$ cat config.mk
export PLATFORM = sky130hd
export DESIGN_NAME = counter_sequencer_flat
export DESIGN_NICKNAME = d
export VERILOG_FILES = /design/src/rtl/counter_sequencer_if.sv /design/src/rtl/counter_sequencer.sv /design/src/flat_wrapper.sv
export SDC_FILE = /design/constraint.sdc
export NUM_CORES = 1
export LEC_CHECK = 0
export BUFFER_PORTS_ARGS = -buffer_cell sky130_fd_sc_hd__buf_2
export CAP_MARGIN = 20
export CORE_AREA = 3 3 74 76
export DETAILED_ROUTE_END_ITERATION = 6
export DIE_AREA = 0 0 77 79
export PLACE_DENSITY_LB_ADDON = 0.12
export SYNTH_ARGS = -nofsm -noshare
export SYNTH_HDL_FRONTEND = slang
export SYNTH_SLANG_ARGS = --single-unit
$ cat constraint.sdc
create_clock -name clock_i -period 3.4 [get_ports clock_i]
set_input_delay 0.34 -clock clock_i [delete_from_list [all_inputs] [get_ports clock_i]]
set_output_delay 0.34 -clock clock_i [all_outputs]
set_load 0.005 [all_outputs]
$ cat src/rtl/counter_sequencer_if.sv
// Control/status and counter-side signals between the register logic, the sequencer and the counter board.
interface counter_sequencer_if #(
  parameter int unsigned CNT_W   = 4,
  parameter int unsigned PRESC_W = 8
) ();

  logic               start_i;
  logic               stop_i;
  logic               pause_i;
  logic               periodic_i;
  logic [PRESC_W-1:0] prescale_i;
  logic [CNT_W-1:0]   target_i;
  logic [CNT_W-1:0]   counter_value_i;
  logic               counter_enable_o;
  logic               counter_rst_n_o;
  logic               busy_o;
  logic               done_o;
  logic               err_o;

  // Register/control side plus counter board
  modport master (
    output start_i, stop_i, pause_i, periodic_i, prescale_i, target_i, counter_value_i,
    input  counter_enable_o, counter_rst_n_o, busy_o, done_o, err_o
  );

  // Sequencer side
  modport slave (
    input  start_i, stop_i, pause_i, periodic_i, prescale_i, target_i, counter_value_i,
    output counter_enable_o, counter_rst_n_o, busy_o, done_o, err_o
  );

endinterface

$ cat src/rtl/counter_sequencer.sv
// Sequences an enable-gated counter: prescaled enable pulses, synchronous clear, tick counting and shadow check.
module counter_sequencer #(
  parameter int unsigned CNT_W   = 4,
  parameter int unsigned PRESC_W = 8
) (
  input  logic               clock_i,
  input  logic               reset_n_i,
  counter_sequencer_if.slave bus
);

  // Tick counter is one bit wider so a target of 0 can mean 2^CNT_W
  localparam int unsigned TICK_W = CNT_W + 1;

  typedef enum logic [1:0] {
    IDLE  = 2'd0,
    CLEAR = 2'd1,
    RUN   = 2'd2
  } state_t;

  state_t              state_q, state_d;
  logic [PRESC_W-1:0]  presc_q, presc_d;
  logic [PRESC_W-1:0]  pcnt_q, pcnt_d;
  logic [TICK_W-1:0]   target_q, target_d;
  logic [TICK_W-1:0]   ticks_q, ticks_d;
  logic                periodic_q, periodic_d;
  logic [CNT_W-1:0]    shadow_q, shadow_d;
  logic                enable_q, enable_d;
  logic                rst_n_q, rst_n_d;
  logic                busy_q, busy_d;
  logic                done_q, done_d;
  logic                err_q, err_d;
  logic                complete_c;

  // Run is finished once the last tick has been issued (final pulse is on the enable this cycle)
  assign complete_c = (state_q == RUN) && (ticks_q == target_q);

  // State, datapath and registered outputs
  always_ff @(posedge clock_i or negedge reset_n_i) begin
    if (!reset_n_i) begin
      state_q    <= IDLE;
      presc_q    <= '0;
      pcnt_q     <= '0;
      target_q   <= '0;
      ticks_q    <= '0;
      periodic_q <= 1'b0;
      shadow_q   <= '0;
      enable_q   <= 1'b0;
      rst_n_q    <= 1'b0;
      busy_q     <= 1'b0;
      done_q     <= 1'b0;
      err_q      <= 1'b0;
    end else begin
      state_q    <= state_d;
      presc_q    <= presc_d;
      pcnt_q     <= pcnt_d;
      target_q   <= target_d;
      ticks_q    <= ticks_d;
      periodic_q <= periodic_d;
      shadow_q   <= shadow_d;
      enable_q   <= enable_d;
      rst_n_q    <= rst_n_d;
      busy_q     <= busy_d;
      done_q     <= done_d;
      err_q      <= err_d;
    end
  end

  // Next-state selection; stop wins over completion
  always_comb begin
    state_d = state_q;
    unique case (state_q)
      IDLE:    if (bus.start_i) state_d = CLEAR;
      CLEAR:   state_d = bus.stop_i ? IDLE : RUN;
      RUN: begin
        if (bus.stop_i)      state_d = IDLE;
        else if (complete_c) state_d = periodic_q ? CLEAR : IDLE;
      end
      default: state_d = IDLE;
    endcase
  end

  // Datapath and next output values; outputs are derived so they line up with the next state
  always_comb begin
    presc_d    = presc_q;
    pcnt_d     = pcnt_q;
    target_d   = target_q;
    ticks_d    = ticks_q;
    periodic_d = periodic_q;
    shadow_d   = shadow_q;
    enable_d   = 1'b0;
    rst_n_d    = (state_d != CLEAR);
    busy_d     = (state_d != IDLE);
    done_d     = 1'b0;
    err_d      = err_q;
    unique case (state_q)
      IDLE: begin
        if (bus.start_i) begin
          presc_d    = bus.prescale_i;
          target_d   = (bus.target_i == '0) ? {1'b1, {CNT_W{1'b0}}} : TICK_W'(bus.target_i);
          periodic_d = bus.periodic_i;
          err_d      = 1'b0;
        end
      end
      CLEAR: begin
        shadow_d = '0;
        ticks_d  = '0;
        pcnt_d   = presc_q;
      end
      RUN: begin
        shadow_d = shadow_q + CNT_W'(enable_q);
        if (bus.counter_value_i != shadow_q) err_d = 1'b1;
        if (!bus.stop_i) begin
          if (complete_c) begin
            done_d = 1'b1;
          end else if (!bus.pause_i) begin
            if (pcnt_q == '0) begin
              if (ticks_q < target_q) begin
                enable_d = 1'b1;
                pcnt_d   = presc_q;
                ticks_d  = ticks_q + TICK_W'(1);
              end
            end else begin
              pcnt_d = pcnt_q - PRESC_W'(1);
            end
          end
        end
      end
      default: ;
    endcase
  end

  assign bus.counter_enable_o = enable_q;
  assign bus.counter_rst_n_o  = rst_n_q;
  assign bus.busy_o           = busy_q;
  assign bus.done_o           = done_q;
  assign bus.err_o            = err_q;

endmodule

$ cat src/flat_wrapper.sv
// flat-port wrapper written by rule: the top's interface ports become plain ports
module counter_sequencer_flat 
#(
  parameter int unsigned CNT_W   = 4,
  parameter int unsigned PRESC_W = 8
)
  (clock_i, reset_n_i, bus_start_i, bus_stop_i, bus_pause_i, bus_periodic_i, bus_prescale_i, bus_target_i, bus_counter_value_i, bus_counter_enable_o, bus_counter_rst_n_o, bus_busy_o, bus_done_o, bus_err_o);
  counter_sequencer_if #(.CNT_W(CNT_W), .PRESC_W(PRESC_W)) bus_i ();
  input  logic clock_i;
  input  logic reset_n_i;
  input wire logic [$bits(bus_i.start_i)-1:0] bus_start_i;
  input wire logic [$bits(bus_i.stop_i)-1:0] bus_stop_i;
  input wire logic [$bits(bus_i.pause_i)-1:0] bus_pause_i;
  input wire logic [$bits(bus_i.periodic_i)-1:0] bus_periodic_i;
  input wire logic [$bits(bus_i.prescale_i)-1:0] bus_prescale_i;
  input wire logic [$bits(bus_i.target_i)-1:0] bus_target_i;
  input wire logic [$bits(bus_i.counter_value_i)-1:0] bus_counter_value_i;
  output wire logic [$bits(bus_i.counter_enable_o)-1:0] bus_counter_enable_o;
  output wire logic [$bits(bus_i.counter_rst_n_o)-1:0] bus_counter_rst_n_o;
  output wire logic [$bits(bus_i.busy_o)-1:0] bus_busy_o;
  output wire logic [$bits(bus_i.done_o)-1:0] bus_done_o;
  output wire logic [$bits(bus_i.err_o)-1:0] bus_err_o;
  assign bus_i.start_i = bus_start_i;
  assign bus_i.stop_i = bus_stop_i;
  assign bus_i.pause_i = bus_pause_i;
  assign bus_i.periodic_i = bus_periodic_i;
  assign bus_i.prescale_i = bus_prescale_i;
  assign bus_i.target_i = bus_target_i;
  assign bus_i.counter_value_i = bus_counter_value_i;
  assign bus_counter_enable_o = bus_i.counter_enable_o;
  assign bus_counter_rst_n_o = bus_i.counter_rst_n_o;
  assign bus_busy_o = bus_i.busy_o;
  assign bus_done_o = bus_i.done_o;
  assign bus_err_o = bus_i.err_o;
  counter_sequencer #(.CNT_W(CNT_W), .PRESC_W(PRESC_W)) u_core (.clock_i(clock_i), .reset_n_i(reset_n_i), .bus(bus_i));
endmodule
==> summary.txt, run 1 <==
Floorplanning
  – Die boundary height: 79 um
  – Initial Utilization: 45.4%
  – Number of placement rows: 25
  – Core Box Area: ~4800 um^2
  – Area of the die: approximately 6000 um^2
  – Die extent in x: approximately 77 um
  – Number of placed I/O pins: 27

Logic synthesis
  – Number of synthesized register bits: 38
  – Proportion of synthesized flip-flops having asynchronous set or reset: 100%
  – Number of distinct library cell variants in the gate-level netlist after synthesis: between 40 and 50
  – Yosys warnings: 0
  – Synthesized area per cell: 9.73 um^2
  – Number of flops mapped to enable cells by yosys: 0
  – Cells after Synth: 223
  – Sequential share of the synthesized area: 43.8%
  – Most common flop cell mapped by yosys: sky130_fd_sc_hd__dfrtp_1
  – Post-Syn Nets: 259
  – Netlist area before placement: between 2000 and 2500 um^2

STA
  – Actual transition at the worst max-transition pin: ~860 ps
  – Count of pins over their slew limit: 0
  – Final-layout setup total negative slack: 0 ps
  – RSZ-0062 raised after global routing: no
  – Slew Limit Headroom: around 43%
  – Clock skew after layout: 7.54 ps
  – Share of the clock period used by the worst path: between 70% and 80%
  – Setup-violating endpoint count in the final report: 0
  – Count of final hold-check violations: 0
  – Max Fclk: 0.410 GHz
  – Final critical delay including setup and external delays: 2440 ps
  – Post-route worst setup slack: 959 ps

Placement
  – DP HPWL: 3.28 mm
  – Pre-CTS setup slack: 1000 ps
  – Final weighted congestion in routability-driven placement: 0.793
  – Port Buffer Count: 26
  – Placed cell count: 311

Cells and area
  – Post-layout nets: around 290
  – Fraction of final layout cells with drive strength greater than 1: 22.2%
  – Count of filler cells inserted in the layout: around 450
  – Area added between synthesis and finish: 13.4%
  – Combined area of the multi-input logic cells: 1130 um^2
  – Antenna cell count: 0
  – Register area: 951 um^2
  – Final std cells w/o fill: 319

Worst setup path
  – Crit path launch: u_core.pcnt_q[0]
  – Kind of capture point of the worst setup path: flip-flop
  – Launching element type of the critical path: flip-flop
  – Required time of the worst setup path: between 3000 and 4000 ps
  – Peak fanout along the critical path: 8
  – Critical path class: flip-flop to flip-flop
  – Data arrival time of the critical path: around 2600 ps
  – Critical register-to-register path startpoint: u_core.pcnt_q[0]

Pwr
  – Worst supply voltage drop on vdd: 0.000404 V
  – Static leakage power: 1.09 nW
  – Switching power as a share of total power: 40.2%
  – Clock network fraction of design power: between 10% and 20%
  – Reported net switching power: 0.000784 W
  – Share of total power in sequential cells: 39.0%
  – Cell area power density: between 700 and 800 nW/um^2
  – Internal power contribution: roughly 0.0012 W
  – Portion of total power attributed to combinational logic: 44.3%

Min path
  – Hold/Removal Path Class: input pin to asynchronous set/reset pin

Clocking
  – Cts bufs inserted: 5
  – CTS root buf: sky130_fd_sc_hd__clkbuf_8
  – Clock H-tree levels: 2
  – Number of buffers added to fix hold violations after cts: 0
  – Post_cts resized: 0
  – Clock latency at the later pin of the worst-skew pair: 290 ps
  – # Post-CTS Setup Buffers: 0
  – Max Buffers Root-to-Sink: 2
  – Clock-pin slew reported for the worst setup and hold paths after clock tree synthesis: approximately 80 ps
  – Sink Count: 38
  – CTS tree: yes

GRT
  – Remaining global-route overflow: 0
  – Largest net degree at the start of global routing: 39
  – Total global-route track usage: 16.1%
  – Via count of the first global-routing pass: around 1600
  – Wire length of the first global-routing pass: roughly 7.8 mm
  – Initial antenna violation count: 0

Routing
  – First drt pass iteration count: 4
  – Average detailed-routed wire length per instance: 14.1 um
  – Vias: 1662
  – Via density: about 5.2
  – Count of antenna-violating nets left after detailed routing: 0
  – Iteration-0 DRC Markers: 102
  – Post-route DRC violation count: 0
  – Routed wire length: 4.49 mm

Run status
  – Run status: finished clean

Run
  – Count of maximum capacitance violations: 0
==> cell type report <==
type | instances | share of cell area [%]
inverter | 17 | 2.59
clock inverter | 1 | 0.203
multi-input combinational | 161 | 45.8
sequential | 38 | 38.6
clock buffer | 7 | 3.51
tap | 67 | 3.40
timing repair buffer | 28 | 5.89
==> kinds of logic after synthesis <==
kind of cell	Yosys count	synth area share [%]
buffers and inverters	24	4.27
xor gates and xnor gates	4	1.61
adders and majority gates	14	8.07
muxes	17	8.76
DFF	38	43.8
and+or+nand+nor	76	19.4
AOI/OAI and AO/OA	50	14.1
==> routing by layer <==
| metal | vias up | wire, um | track usage [%] |
|---|---|---|---|
| li1 | 857 | - | - |
| met5 | - | 0 | 0 |
| met1 | 780 | 2340 | 23.2 |
| met2 | 20 | 1950 | 24.0 |
| met3 | 5 | 134 | 3.63 |
| met4 | 0 | 60 | 5.34 |
==> metrics by stage <==
stage	instance area [um^2]	hold WS [ps]	utilization (%)	power, W
CTS	2460	198	51.5	0.00196
global placement	2370	472	49.5	0.00162
detailed placement	2370	487	49.5	0.00163
global route	2460	230	51.5	0.00211
finish	2460	152	51.5	0.00195
floorplan	2170	44.4	-	0.00138
==> cell usage after synthesis (all sizes together), types with 5 or more instances <==
library cell  number  area [um^2]
dfrtp             38          951
ha                14          175
o211ai             5         37.5
clkbuf             5         18.8
nand3             17         85.1
nand2             18         70.1
a21oi             12         60.1
nor3               5         30.0
nor2              10         37.5
nand2b             7         43.8
inv               17         63.8
mux2              16          180
o21ai             17         85.1
==> layout by cell type, fill, tap and decap left out, types with 2 or more instances in the layout <==
| cell type | count |
|---|---|
| sky130_fd_sc_hd__xnor2_1 | 4 |
| sky130_fd_sc_hd__nor2b_1 | 2 |
| sky130_fd_sc_hd__a31oi_1 | 3 |
| sky130_fd_sc_hd__dfrtp_1 | 38 |
| sky130_fd_sc_hd__o2bb2ai_1 | 2 |
| sky130_fd_sc_hd__o22ai_1 | 2 |
| sky130_fd_sc_hd__nand2b_1 | 7 |
| sky130_fd_sc_hd__a21oi_1 | 12 |
| sky130_fd_sc_hd__buf_2 | 26 |
| sky130_fd_sc_hd__mux2_2 | 16 |
| sky130_fd_sc_hd__nor3_1 | 4 |
| sky130_fd_sc_hd__clkbuf_8 | 6 |
| sky130_fd_sc_hd__nand3_1 | 17 |
| sky130_fd_sc_hd__a21o_1 | 2 |
| sky130_fd_sc_hd__nor2_1 | 10 |
| sky130_fd_sc_hd__ha_1 | 14 |
| sky130_fd_sc_hd__o21ai_0 | 17 |
| sky130_fd_sc_hd__or4_1 | 4 |
| sky130_fd_sc_hd__or3_1 | 3 |
| sky130_fd_sc_hd__nand2_1 | 17 |
| sky130_fd_sc_hd__inv_1 | 17 |
| sky130_fd_sc_hd__o211ai_1 | 5 |
| sky130_fd_sc_hd__buf_4 | 2 |
==> power by group through the flow <==
stage / Sequential (W) / Clock, W / Combinational [W]
floorplan: 0.000722 / 0 / 0.000662
global placement: 0.000762 / 0 / 0.000854
finish: 0.000759 / 0.000327 / 0.000862
detailed placement: 0.000765 / 0 / 0.000861
CTS: 0.000757 / 0.000341 / 0.000864
global route: 0.000780 / 0.000362 / 0.000969
==> critical path: stages, from the launching register on <==
cell and delay, ps:
sky130_fd_sc_hd__dfrtp_1 420, sky130_fd_sc_hd__inv_1 110, sky130_fd_sc_hd__ha_1 180, sky130_fd_sc_hd__or4b_2 620, sky130_fd_sc_hd__o21ai_0 400, sky130_fd_sc_hd__buf_4 250, sky130_fd_sc_hd__o21ai_0 80, sky130_fd_sc_hd__mux2_2 260
==> worst paths after layout <==
check	to	slack, ps	depth (start not counted)
hold / removal	u_core.pcnt_q[5]	150	1
min in group clock_i	u_core.bus.done_o	240	2
setup reg to reg	u_core.pcnt_q[1]	960	7
setup / recovery	u_core.pcnt_q[1]	960	7
hold reg to reg	u_core.target_q[4]	500	2
max in group asynchronous	u_core.target_q[3]	2710	1
==> state kept, by name (all words and copies together), names as in the netlist <==
signal                       cells
u_core.bus.counter_rst_n_o       1
u_core.target_q                  5
u_core.bus.err_o                 1
u_core.bus.counter_enable_o      1
u_core.presc_q                   8
u_core.ticks_q                   5
u_core.pcnt_q                    8
u_core.bus.busy_o                1
u_core.bus.done_o                1
u_core.state_q                   2
u_core.periodic_q                1
u_core.shadow_q                  4
No activity file was read; power rests on OpenSTA's default activity.
==> run 2, diff against run 1 <==
- clock period: 3.4 -> 2.31 ns (I/O delays scaled with it)
==> run 2 against run 1 <==
Compared with the run above:
- critical path type unchanged
- count of clock-buffer cells in the layout is 2 lower
- clock power is 72% higher
- largest power group unchanged
- wire length is 1.1% higher
- clock skew is 3.3 ps higher
- combinational power is 64% higher
- final cell count is 5.0% higher
- sequential cell count stayed put
- utilization is 3.0 points higher
- critical endpoint is now u_core.ticks_q[4]
- maximum frequency is 9.8% higher
- worst hold slack worse by 120 ps
==> summary.txt, run 2 (synthesis gave the netlist of run 1 again) <==
Run status
  – Run status: finished clean (unchanged)

STA
  – Final-layout setup total negative slack: 0 ps (unchanged)
  – Max Fclk: 0.450 GHz (was 0.410 GHz)
  – Setup-violating endpoint count in the final report: 0 (unchanged)
  – RSZ-0062 raised after global routing: yes (was no)
  – Actual transition at the worst max-transition pin: 841 ps (was 856 ps)
  – Clock skew after layout: 10.8 ps (was 7.54 ps)
  – Share of the clock period used by the worst path: 96.2% (was 71.8%)
  – Slew Limit Headroom: 43.9% (was 42.9%)
  – Count of final hold-check violations: 0 (unchanged)
  – Final critical delay including setup and external delays: 2220 ps (was 2440 ps)
  – Count of pins over their slew limit: 0 (unchanged)

Clocking
  – Clock latency at the later pin of the worst-skew pair: 290 ps (about the same)
  – Sink Count: 38 (unchanged)
  – Max Buffers Root-to-Sink: 2 (unchanged)
  – Clock H-tree levels: 2 (unchanged)
  – CTS tree: yes (unchanged)
  – Number of buffers added to fix hold violations after cts: 0 (unchanged)
  – Cts bufs inserted: 5 (unchanged)
  – CTS root buf: sky130_fd_sc_hd__clkbuf_8 (unchanged)
  – # Post-CTS Setup Buffers: 0 (unchanged)
  – Post_cts resized: 0 (unchanged)
  – Clock-pin slew reported for the worst setup and hold paths after clock tree synthesis: 80 ps (about the same)

Worst setup path
  – Launching element type of the critical path: flip-flop (unchanged)
  – Kind of capture point of the worst setup path: flip-flop (unchanged)
  – FF-to-FF End: u_core.ticks_q[4] (was u_core.pcnt_q[1])
  – FF-to-FF path depth: 6 (was 7)
  – Data arrival time of the critical path: 2440 ps (was 2630 ps)
  – Critical register-to-register path startpoint: u_core.ticks_q[4] (was u_core.pcnt_q[0])
  – Slack of the worst reg-to-reg path: 90 ps (was 960 ps)
  – Critical path class: flip-flop to flip-flop (unchanged)
  – Peak fanout along the critical path: 6 (was 8)
  – Required time of the worst setup path: 2530 ps (was 3590 ps)

Floorplanning
  – Area of the die: 6080 um^2 (unchanged)
  – Die extent in x: 77 um (unchanged)
  – Die boundary height: 79 um (unchanged)
  – Number of placement rows: 25 (unchanged)
  – Core Box Area: 4790 um^2 (unchanged)
  – Number of placed I/O pins: 27 (unchanged)
  – Initial Utilization: 45.4% (unchanged)

GRT
  – Initial antenna violation count: 0 (unchanged)
  – Remaining global-route overflow: 0 (unchanged)
  – Largest net degree at the start of global routing: 39 (unchanged)
  – Via count of the first global-routing pass: 1652 (was 1597)
  – Total global-route track usage: 16.3% (was 16.1%)
  – Wire length of the first global-routing pass: 7.85 mm (was 7.76 mm)

Placement
  – Final weighted congestion in routability-driven placement: 0.851 (was 0.793)
  – Area of placed instances: 2490 um^2 (was 2370 um^2)
  – Port Buffer Count: 26 (unchanged)
  – DP HPWL: 3.42 mm (was 3.28 mm)

Cells and area
  – Antenna cell count: 0 (unchanged)
  – Count of filler cells inserted in the layout: 446 (was 453)
  – Most common library cell in the layout ignoring fill and taps: sky130_fd_sc_hd__dfrtp_1 (unchanged)
  – Area added between synthesis and finish: 20.1% (was 13.4%)
  – Post-route standard cell area excluding fillers: 2610 um^2 (was 2460 um^2)
  – Post-layout nets: 303 (was 287)
  – Fraction of final layout cells with drive strength greater than 1: 28.4% (was 22.2%)
  – Commonest cells after routing, fill and taps aside: sky130_fd_sc_hd__dfrtp_1, sky130_fd_sc_hd__buf_2, sky130_fd_sc_hd__buf_4 (was sky130_fd_sc_hd__dfrtp_1, sky130_fd_sc_hd__buf_2)
  – Largest registers: u_core.pcnt_q: 8 flops, u_core.presc_q: 8 flops (unchanged)

Pwr
  – Overall power: 0.00307 W (was 0.00195 W)
  – Cell area power density: 1180 nW/um^2 (was 791 nW/um^2)
  – Worst supply voltage drop on vdd: 0.000826 V (was 0.000404 V)
  – Static leakage power: 1.18 nW (was 1.09 nW)

Routing
  – Iteration-0 DRC Markers: 83 (was 102)
  – Routed wire length: 4.53 mm (was 4.49 mm)
  – Average detailed-routed wire length per instance: 13.5 um (was 14.1 um)
  – Vias: 1758 (was 1662)
  – Post-route DRC violation count: 0 (unchanged)
  – Via density: 5.25 (was 5.21)
  – First drt pass iteration count: 4 (unchanged)
  – Count of antenna-violating nets left after detailed routing: 0 (unchanged)

Min path
  – Hold/Removal Path Class: input pin to asynchronous set/reset pin (unchanged)

Run
  – Count of maximum capacitance violations: 0 (unchanged)
run 2: per-layer routing:
layer	track usage [%]	routed length, um
met1	23.3	2360
met2	25.0	1970
met3	3.40	164
met4	4.80	38
met5	0	0
run 2: layout make-up:
cell class / instances / area, um^2 / area share [%]
Clock buffer: 5 / 68.8 / 2.64
Tap cell: 67 / 83.8 / 3.22
Clock inverter: 3 / 40.0 / 1.54
Inverter: 17 / 63.8 / 2.45
Timing Repair Buffer: 44 / 265 / 10.2
Multi-Input combinational cell: 161 / 1130 / 43.5
Sequential cell: 38 / 951 / 36.5
run 2: worst max-delay path by stage:
stage | start | end | cells after the start
global placement | u_core.ticks_q[4] | u_core.ticks_q[4] | 6
global route | u_core.ticks_q[4] | u_core.ticks_q[4] | 6
CTS | u_core.ticks_q[4] | u_core.ticks_q[4] | 6
finish | u_core.ticks_q[4] | u_core.ticks_q[4] | 6
floorplan | u_core.ticks_q[4] | u_core.ticks_q[3] | 7
detailed placement | u_core.ticks_q[4] | u_core.ticks_q[4] | 6
run 2: metrics by stage:
step	hold slack, ps	cells	util, %	worst slack [ps]
CTS	63.7	335	54.3	22.9
global route	89.0	335	54.5	-16.6
finish	35.5	335	54.5	87.6
detailed placement	393	327	52.1	42.7
global placement	393	327	52.1	62.4
floorplan	-64.6	223	-	65.9
run 2: worst max-delay path, cell delays in order (launching register included):
cell                      delay (ps)
sky130_fd_sc_hd__dfrtp_1         420
sky130_fd_sc_hd__ha_1            340
sky130_fd_sc_hd__a21oi_1         150
sky130_fd_sc_hd__nand2_1          80
sky130_fd_sc_hd__or4_4           550
sky130_fd_sc_hd__or4_1           530
sky130_fd_sc_hd__nand3_1          90
run 2: power breakdown:
group	total [W]	internal, W	switching (W)
logic	0.00141	0.000661	0.000750
clock network	0.000561	0.000318	0.000243
registers	0.00110	0.000906	0.000191
